## src/rtl/mouse_pkg.sv

```systemverilog
// Shared constants and cursor-mode encodings for the mouse position stage and the overlay stage.
package mouse_pkg;

  localparam int POS_W           = 12;
  localparam int GLYPH_W         = 13;
  localparam int GLYPH_H         = 18;
  localparam int X_MAX_DEF       = 1024 - GLYPH_W;
  localparam int Y_MAX_DEF       = 768 - GLYPH_H;
  localparam int PLAYFIELD_W_DEF = 768;
  localparam int DEB_CYCLES_DEF  = 65000;
  localparam int COOLDOWN_DEF    = 30;

  typedef enum logic {
    MODE_MOUSE = 1'b0,
    MODE_SCOPE = 1'b1
  } cursor_mode_e;

  typedef struct packed {
    logic [POS_W-1:0] x;
    logic [POS_W-1:0] y;
  } pos_t;

  function automatic logic [POS_W-1:0] clamp_pos(input logic [POS_W-1:0] v,
                                                 input logic [POS_W-1:0] vmax);
    return (v > vmax) ? vmax : v;
  endfunction

endpackage

```

## src/rtl/mouse_btn_debounce.sv

```systemverilog
// Two-flop synchroniser, stability-count debouncer and registered one-cycle rise strobe
// for one asynchronous push button.
module mouse_btn_debounce #(
  parameter int DEB_CYCLES = 65000
) (
  input  logic clk,
  input  logic rst,
  input  logic btn_raw,
  output logic rise
);

  localparam int CNT_W = (DEB_CYCLES > 2) ? $clog2(DEB_CYCLES) : 1;
  localparam logic [CNT_W-1:0] CNT_LAST = CNT_W'(DEB_CYCLES - 1);

  logic [1:0]       sync_q, sync_d;
  logic [CNT_W-1:0] cnt_q, cnt_d;
  logic             level_q, level_d;
  logic             rise_q, rise_d;
  logic             synced;

  always_comb begin
    sync_d  = {sync_q[0], btn_raw};
    synced  = sync_q[1];
    cnt_d   = cnt_q;
    level_d = level_q;
    rise_d  = 1'b0;
    if (synced == level_q) begin
      cnt_d = '0;
    end else if (cnt_q == CNT_LAST) begin
      // counter holds at its last value; the next cycle sees synced==level and clears it
      level_d = synced;
      rise_d  = synced;
    end else begin
      cnt_d = cnt_q + 1'b1;
    end
  end

  always_ff @(posedge clk) begin
    if (rst) begin
      sync_q  <= '0;
      cnt_q   <= '0;
      level_q <= 1'b0;
      rise_q  <= 1'b0;
    end else begin
      sync_q  <= sync_d;
      cnt_q   <= cnt_d;
      level_q <= level_d;
      rise_q  <= rise_d;
    end
  end

  assign rise = rise_q;

endmodule

```

## src/rtl/mouse_pos_ctl.sv

```systemverilog
// Clamps and frame-latches the mouse position, toggles scope mode and issues rate-limited shots.
// Define MOUSE_FIRE_SCOPE_ONLY_EN to accept shots only in scope mode inside the playfield.
module mouse_pos_ctl
  import mouse_pkg::*;
#(
  parameter int X_MAX       = X_MAX_DEF,
  parameter int Y_MAX       = Y_MAX_DEF,
  parameter int PLAYFIELD_W = PLAYFIELD_W_DEF,
  parameter int DEB_CYCLES  = DEB_CYCLES_DEF,
  parameter int COOLDOWN    = COOLDOWN_DEF
) (
  input  logic             clk,
  input  logic             rst,
  input  logic [POS_W-1:0] xpos_raw,
  input  logic [POS_W-1:0] ypos_raw,
  input  logic             btn_left,
  input  logic             btn_right,
  input  logic             vblnk,
  output logic [POS_W-1:0] xpos,
  output logic [POS_W-1:0] ypos,
  output logic             SelectMode,
  output logic             fire,
  output logic [POS_W-1:0] fire_x,
  output logic [POS_W-1:0] fire_y
);

  localparam int CD_W = (COOLDOWN > 1) ? $clog2(COOLDOWN + 1) : 1;
  localparam logic [CD_W-1:0] CD_LOAD = CD_W'(COOLDOWN);

  logic [1:0] btn_raw, btn_rise;
  assign btn_raw = {btn_right, btn_left};

  for (genvar i = 0; i < 2; i++) begin : g_btn
    mouse_btn_debounce #(.DEB_CYCLES(DEB_CYCLES)) u_deb (
      .clk    (clk),
      .rst    (rst),
      .btn_raw(btn_raw[i]),
      .rise   (btn_rise[i])
    );
  end

  logic             vblnk_d_q;
  pos_t             pos_q, pos_d;
  pos_t             fire_pos_q, fire_pos_d;
  cursor_mode_e     sel_q, sel_d, mode_q, mode_d;
  logic             fire_q, fire_d;
  logic [CD_W-1:0]  cd_q, cd_d;
  logic             fs, fire_gate, fire_ok;

  assign fs = vblnk & ~vblnk_d_q;

`ifdef MOUSE_FIRE_SCOPE_ONLY_EN
  assign fire_gate = (sel_q == MODE_SCOPE) && (pos_q.x < POS_W'(PLAYFIELD_W));
`else
  assign fire_gate = 1'b1;
`endif

  assign fire_ok = btn_rise[0] && (cd_q == '0) && fire_gate;

  always_comb begin
    pos_d      = pos_q;
    sel_d      = sel_q;
    mode_d     = mode_q;
    fire_d     = fire_ok;
    fire_pos_d = fire_pos_q;
    cd_d       = cd_q;
    if (fs) begin
      pos_d.x = clamp_pos(xpos_raw, POS_W'(X_MAX));
      pos_d.y = clamp_pos(ypos_raw, POS_W'(Y_MAX));
      sel_d   = mode_q;
      if (cd_q != '0) cd_d = cd_q - 1'b1;
    end
    if (btn_rise[1]) mode_d = (mode_q == MODE_SCOPE) ? MODE_MOUSE : MODE_SCOPE;
    // shot captures the position shown this frame, not the one latched on this edge
    if (fire_ok) begin
      fire_pos_d = pos_q;
      cd_d       = CD_LOAD;
    end
  end

  always_ff @(posedge clk) begin
    if (rst) begin
      vblnk_d_q  <= 1'b0;
      pos_q      <= '0;
      sel_q      <= MODE_MOUSE;
      mode_q     <= MODE_MOUSE;
      fire_q     <= 1'b0;
      fire_pos_q <= '0;
      cd_q       <= '0;
    end else begin
      vblnk_d_q  <= vblnk;
      pos_q      <= pos_d;
      sel_q      <= sel_d;
      mode_q     <= mode_d;
      fire_q     <= fire_d;
      fire_pos_q <= fire_pos_d;
      cd_q       <= cd_d;
    end
  end

  assign xpos       = pos_q.x;
  assign ypos       = pos_q.y;
  assign SelectMode = sel_q;
  assign fire       = fire_q;
  assign fire_x     = fire_pos_q.x;
  assign fire_y     = fire_pos_q.y;

endmodule
```

## config.mk

```make
export PLATFORM = sky130hd
export DESIGN_NAME = mouse_pos_ctl
export DESIGN_NICKNAME = d
export VERILOG_FILES = /design/src/rtl/mouse_pkg.sv /design/src/rtl/mouse_btn_debounce.sv /design/src/rtl/mouse_pos_ctl.sv
export SDC_FILE = /design/constraint.sdc
export NUM_CORES = 1
export LEC_CHECK = 0
export BUFFER_PORTS_ARGS = -buffer_cell sky130_fd_sc_hd__buf_2
export CORE_MARGIN = 5
export CORE_UTILIZATION = 58
export DETAILED_ROUTE_END_ITERATION = 8
export PLACE_DENSITY = 0.84
export SLEW_MARGIN = 20
export SYNTH_ARGS = -nofsm -noshare
export SYNTH_HDL_FRONTEND = slang
export SYNTH_SLANG_ARGS = --single-unit
```

## constraint.sdc

```tcl
create_clock -name clk -period 4.65 [get_ports clk]
set_clock_uncertainty 0.2 [all_clocks]
set_input_delay 0.465 -clock clk [delete_from_list [all_inputs] [get_ports clk]]
set_output_delay 0.465 -clock clk [all_outputs]
set_load 0.005 [all_outputs]
```

---- After elaboration in Yosys (flattened, before gate mapping) ----
Index checks and enable logic that the tools add are counted.
word-level totals
  register bits after elaboration ......... 97
  latch bits .............................. 0
  bits in writable memories ............... 0
  ROM bits ................................ 0
  bits of input ports ..................... 29
  output and inout bits ................... 50
  word-level logic and storage cells ...... 53
  memories kept ........................... 0
operators by class
  add/sub/neg operators ................... 3
  multipliers ............................. 0
  div/mod/pow operators ................... 0
  order comparisons ....................... 2
  equality and inequality tests ........... 4
  shift operators ......................... 0
  mux-type cells .......................... 6
  bitwise logic cells ..................... 6
  reductions and logical operators ........ 14
operators by type and width
  operator                 count
  $add A16 B1 Y16 const B  2
  $eq A16 B16 Y1 const B   2
  $gt A12 B10 Y1 const B   2
  $mux W12                 2
  $mux W5                  3
  $reduce_and A2 Y1        4
  $reduce_or A2 Y1         3
  $reduce_or A3 Y1         2
  $logic_not A5 Y1         1
  $not A1 Y1               5
  $reduce_bool A5 Y1       1
  $sub A5 B1 Y5 const B    1
  $reduce_bool A2 Y1       2
  $eq A1 B1 Y1             2
  $and A1 B1 Y1            1
  $logic_and A1 B1 Y1      1
  $mux W1                  1

---- Logic depth before layout (Yosys ltp) ----
  depth in word-level cells ............... 4
  gate-level depth with buffers ........... 8
  gate-level depth less buffers ........... 6

---- Modules after synthesis ----
Synthesis repeated with hierarchy kept, for this count alone.
unflattened totals
  cells, all modules ...................... 440
  area total of the unflattened synthesis .. 3912.5 um^2
by module, submodules not included
  module              instances  cells an instance  area each (um^2)  sequential area each (um^2)
  mouse_pos_ctl       1          244                2183.3            1141.1
  mouse_btn_debounce  2          98                 864.6             400.4

---- Least setup slack after synthesis ----
Ideal clock, no wire load.
  kind .................................... input-to-reg
  start point ............................. in rst
  end point ............................... reg g_btn[0].u_deb.cnt_q[12]
  library setup time ...................... 0.059 ns
  arrival time ............................ 1.526 ns
  required time ........................... 4.391 ns
  slack ................................... 2.865 ns
  stages on the path ...................... 5
  path buffers ............................ 2
  cells stage by stage .................... clkbuf_1 or2_0 buf_2 or4_1 nand2_1
between the ends
  word-level cells in the longest chain between the ends .. 1
ends and longest elaborated chain
  element                     line                      text
  from (decl)                 mouse_pos_ctl.sv:13       input logic rst,
  $reduce_or A2 Y1 (no line)  --
  to (signal assigned)        mouse_btn_debounce.sv:46  cnt_q <= cnt_d;
  to (decl)                   mouse_btn_debounce.sv:16  logic [CNT_W-1:0] cnt_q, cnt_d;
No other way between the ends.
A chain may end at the register's enable or synchronous reset.

---- Worst setup path after layout ----
  start point ............................. reg cd_q[1]
  end point ............................... reg fire_pos_q, in the netlist fire_y[2]
between the ends
  word-level cells in the longest chain between the ends .. 2
ends and longest elaborated chain
  element                 line                 text
  from (decl)             mouse_pos_ctl.sv:47  logic [CD_W-1:0] cd_q, cd_d;
  from (signal assigned)  mouse_pos_ctl.sv:89  cd_q <= '0;
  from (signal assigned)  mouse_pos_ctl.sv:97  cd_q <= cd_d;
  $logic_not A5 Y1        mouse_pos_ctl.sv:58  assign fire_ok = btn_rise[0] && (cd_q == '0) && fire_gate;
  $logic_and A1 B1 Y1     mouse_pos_ctl.sv:58
  to (signal assigned)    mouse_pos_ctl.sv:96  fire_pos_q <= fire_pos_d;
  to (decl)               mouse_pos_ctl.sv:44  pos_t fire_pos_q, fire_pos_d;
No other way between the ends.

==> results by stage <==
Floorplanning:
- The effective utilization at floorplan is 59.7%.
- The floorplan has 29 rows.
- The floorplan step set the die height to 91.1 um.
- 79 I/O pins were placed.
- The die width is 91.1 um.
- The core box area is 6390 um2.
- The die covers 8300 um2.

Worst setup path:
- STA classifies the critical path endpoint as a register.
- The number of cell instances on the worst register-to-register path is 6.
- The critical-path maximum fanout is 25.
- The slowest stage of the critical path belongs to the cell and2_1.
- The path type of the worst setup path is reg -> reg.
- For the worst setup path, the data required time is 4730 ps.
- Walking the worst path, the cells encountered are inv_1 > ha_1 > nor4b_2 > and2_1 > nand2_1 > a21oi_1.
- The worst setup path is launched from a register.
- At the worst endpoint, the arrival time is 2420 ps.
- The largest single stage delay on the critical path is 780 ps.

Synthesis:
- The post-synthesis average cell area is 8.77 um2.
- The number of distinct library cells after synthesis is 46.
- The area share of the largest cell type after synthesis is 50.9%.
- In the synthesized netlist the dominant register cell turns out to be dfxtp_1.
- The synthesized cell area is 3810 um2.
- Ranked by total cell area, the synthesized netlist is headed by dfxtp_1 (51%), nand2_1 (6.6%), nor2_1 (5.6%).
- After synthesis, flip-flops and latches occupy 50.9% of the total area.
- The number of enable-type register cells in the synthesized netlist is 0.
- For this run, asynchronously set or reset flops after synthesis account for 0%.
- The number of nets handed over by synthesis was 467.
- The warning count from the yosys run is 0.
- Of all cell types, the one taking the most synthesized area is dfxtp_1.
- Counting every instance in the synthesized netlist gives 435.
- Counting flops and latches in the post-synthesis netlist gives 97.

Pwr:
- The net load switching power is 0.000407 W.
- The static leakage power is 1.75 nW.
- Combinational cells account for 10.7% of the total power.
- The internal portion of the total power is 0.00117 W.
- The clock network accounts for 33.0% of the total power.
- Of the total power, registers draw 56.3%.
- IR analysis of the VDD net gives a maximum drop of 0.000223 V.
- The cell area power density is 358 nW/um2.
- Net switching is 25.8% of the power.

STA:
- The number of slew-limit violations in the final report was 0.
- In the final timing run, aggregate negative setup slack is 0 ps.
- Based on the critical path, the design can be clocked at up to 427 MHz.
- The post-route clock period utilization is 50.3%.
- The final-report hold violation count is 0.
- At the pin with the least slew margin, the transition time is 939 ps.
- The total of endpoints with negative setup slack in the final report is 0.
- Setup repair after global routing left no endpoint under its margin.
- Subtracting the final worst setup slack from the clock period gives 2340 ps.
- The worst pin sits at a relative slew slack of 37.3%.

Layout:
- The library cell used most frequently in the layout, excluding fill and tap cells, is dfxtp_1.
- The relative area change from synthesis to final layout is 15.3%.
- The finished cells cover 4400 um2.
- The library cells used most frequently in the layout, excluding fill and tap cells, are dfxtp_1 (97), buf_2 (78), nand2_1 (67).
- The share of final-layout standard cells stronger than drive strength 1 is 20.1%.
- The final layout contains 534 nets.
- The number of antenna diodes is 0.

Global routing:
- The pin count of the biggest net entering global routing is 65.
- The first-pass GRT wire length is 14.2 mm.
- The initial antenna violation count came to 0.
- The overflow left after global routing is 0.
- The total routing resource utilization after global routing is 20.1%.
- The number of global-route vias before repair was 3239.

Routing:
- The detail route stage leaves a number of antenna-violating nets equal to 0.
- The via count normalized by instance count is 5.67.
- The per-cell routed wire length is 14.2 um.
- The detailed-routing iteration count for the pre-antenna-repair pass is 4.
- The via count is 3309.
- Summed over all layers, the routed wires come to 8.29 mm.
- The number of design rule violations left after detail routing is 0.
- The first routing iteration left 130 violations.

Flow run:
- The count of max-cap constraint violations is 0.

Worst hold path:
- The instance count along the most critical hold path is 2.
- The type of the tightest min-delay check is in -> reg.

Clock tree:
- The number of setup buffers added after CTS is 0.
- The sink count of the clock tree is 97.
- The cell sitting at the root of the clock tree is a clkbuf_8.
- For the worst-skew pair, the clock arrives at the later sink with an insertion delay of 360 ps.
- The number of buffers inserted for hold repair after clock tree synthesis is 0.
- The maximum clock insertion buffer count is 2.
- The number of buffers added by the clock tree synthesis step is 9.
- In this run, post-CTS repair resized a total of 0 instances.
- The number of levels the H-tree was split into is 3.
- TritonCTS built the clock tree.
- The clock edge transition at the registers on the reported setup and hold paths is 90 ps.

Placement:
- Once placement finished, the instance area stood at 4210 um2.
- The post-DP HPWL is 5.70 mm.
- The number of input and output port buffers inserted is 78.
- The global placer's final weighted congestion is 0.783.

Status:
- The flow ran to the end, and the final reports show no timing, DRC or antenna violations.
path summary, 6_finish.rpt:
path | from | to | slack [ps]
hold reg to reg | g_btn[1].u_deb.sync_q[0]$_SDFF_PP0_ | g_btn[1].u_deb.sync_q[1]$_SDFF_PP0_ | 260
setup reg to reg | cd_q[1]$_SDFFE_PP0P_ | fire_y[2]$_SDFFE_PP0P_ | 2310
setup / recovery | cd_q[1]$_SDFFE_PP0P_ | fire_y[2]$_SDFFE_PP0P_ | 2310
hold / removal | btn_right | g_btn[1].u_deb.sync_q[0]$_SDFF_PP0_ | 120
logic make-up after synthesis:
kind of cell,Yosys count,synth area share (%)
adder cells (fa/ha/maj),3,0.984
multiplexers,4,1.08
XOR/XNOR,28,6.43
flip-flops,97,50.9
buffers and inverters,31,3.44
AND/OR/NAND/NOR,208,27.3
AO/OA/AOI/OAI,64,9.91
metrics by stage:
| stage | hold WS [ps] | cells | setup WS (ps) | total power (W) | util [%] |
|---|---|---|---|---|---|
| floorplan | 214 | 435 | 2870 | 0.00102 | - |
| global placement | 234 | 568 | 2310 | 0.00106 | 65.9 |
| detailed placement | 232 | 568 | 2240 | 0.00107 | 65.9 |
| CTS | 110 | 584 | 2280 | 0.00159 | 68.9 |
| global route | 106 | 584 | 2090 | 0.00165 | 68.9 |
| finish | 125 | 584 | 2310 | 0.00158 | 68.9 |
cells in the mapped netlist, drive strengths merged, types with 3 or more instances:
cell and n:
a21oi 36, ha 3, nor2b 6, and2 7, o211ai 3, nand2 67
nand4 10, a31oi 3, clkbuf 17, nor4 7, buf 7, mux2i 3
and4 4, xnor2 13, inv 7, o21ai 5, nand3 14, or3 7
o22ai 6, dfxtp 97, nor2 57, and3 3, nor3 14, xor2 15
a211oi 4
flip-flops by register name, summed over array words and instances (netlist names):
name / flops
vblnk_d_q: 1
fire: 1
ypos: 12
g_btn.u_deb.level_q: 2
fire_x: 12
g_btn.u_deb.sync_q: 4
fire_y: 12
g_btn.u_deb.cnt_q: 32
mode_q: 1
SelectMode: 1
xpos: 12
cd_q: 5
g_btn.u_deb.rise: 2
final cells by class:
class,instances,area (um2)
Clock buffer,12,155
Timing Repair Buffer,80,405
Fill cell,509,1990
Inverter,7,26.3
Tap cell,77,96.3
Sequential cell,97,1940
Multi-Input combinational cell,307,1740
Clock inverter,4,33.8
routing by layer:
layer / part of all wire, % / track usage (%) / wire [um]
met5: 0 / 0 / 0
met4: 1.5 / 6.48 / 122
met3: 6.4 / 6.61 / 531
met2: 50 / 34.3 / 4140
met1: 42 / 23.8 / 3500
power by group through the flow:
stage / combinational, W / clock (W) / sequential [W]
floorplan: 0.000118 / 0 / 0.000901
global placement: 0.000156 / 0 / 0.000904
detailed placement: 0.000169 / 0 / 0.000906
CTS: 0.000170 / 0.000531 / 0.000887
global route: 0.000187 / 0.000571 / 0.000891
finish: 0.000170 / 0.000520 / 0.000887
worst max-delay path: cells and delay by family (launching register included):
family                   cells  cell delay [ps]
AO/OA/AOI/OAI                1              190
buffers and inverters        1               70
flip-flops                   1              320
AND/OR/NAND/NOR              3             1250
adder cells (fa/ha/maj)      1              220
(Power assumes the default switching activity.)
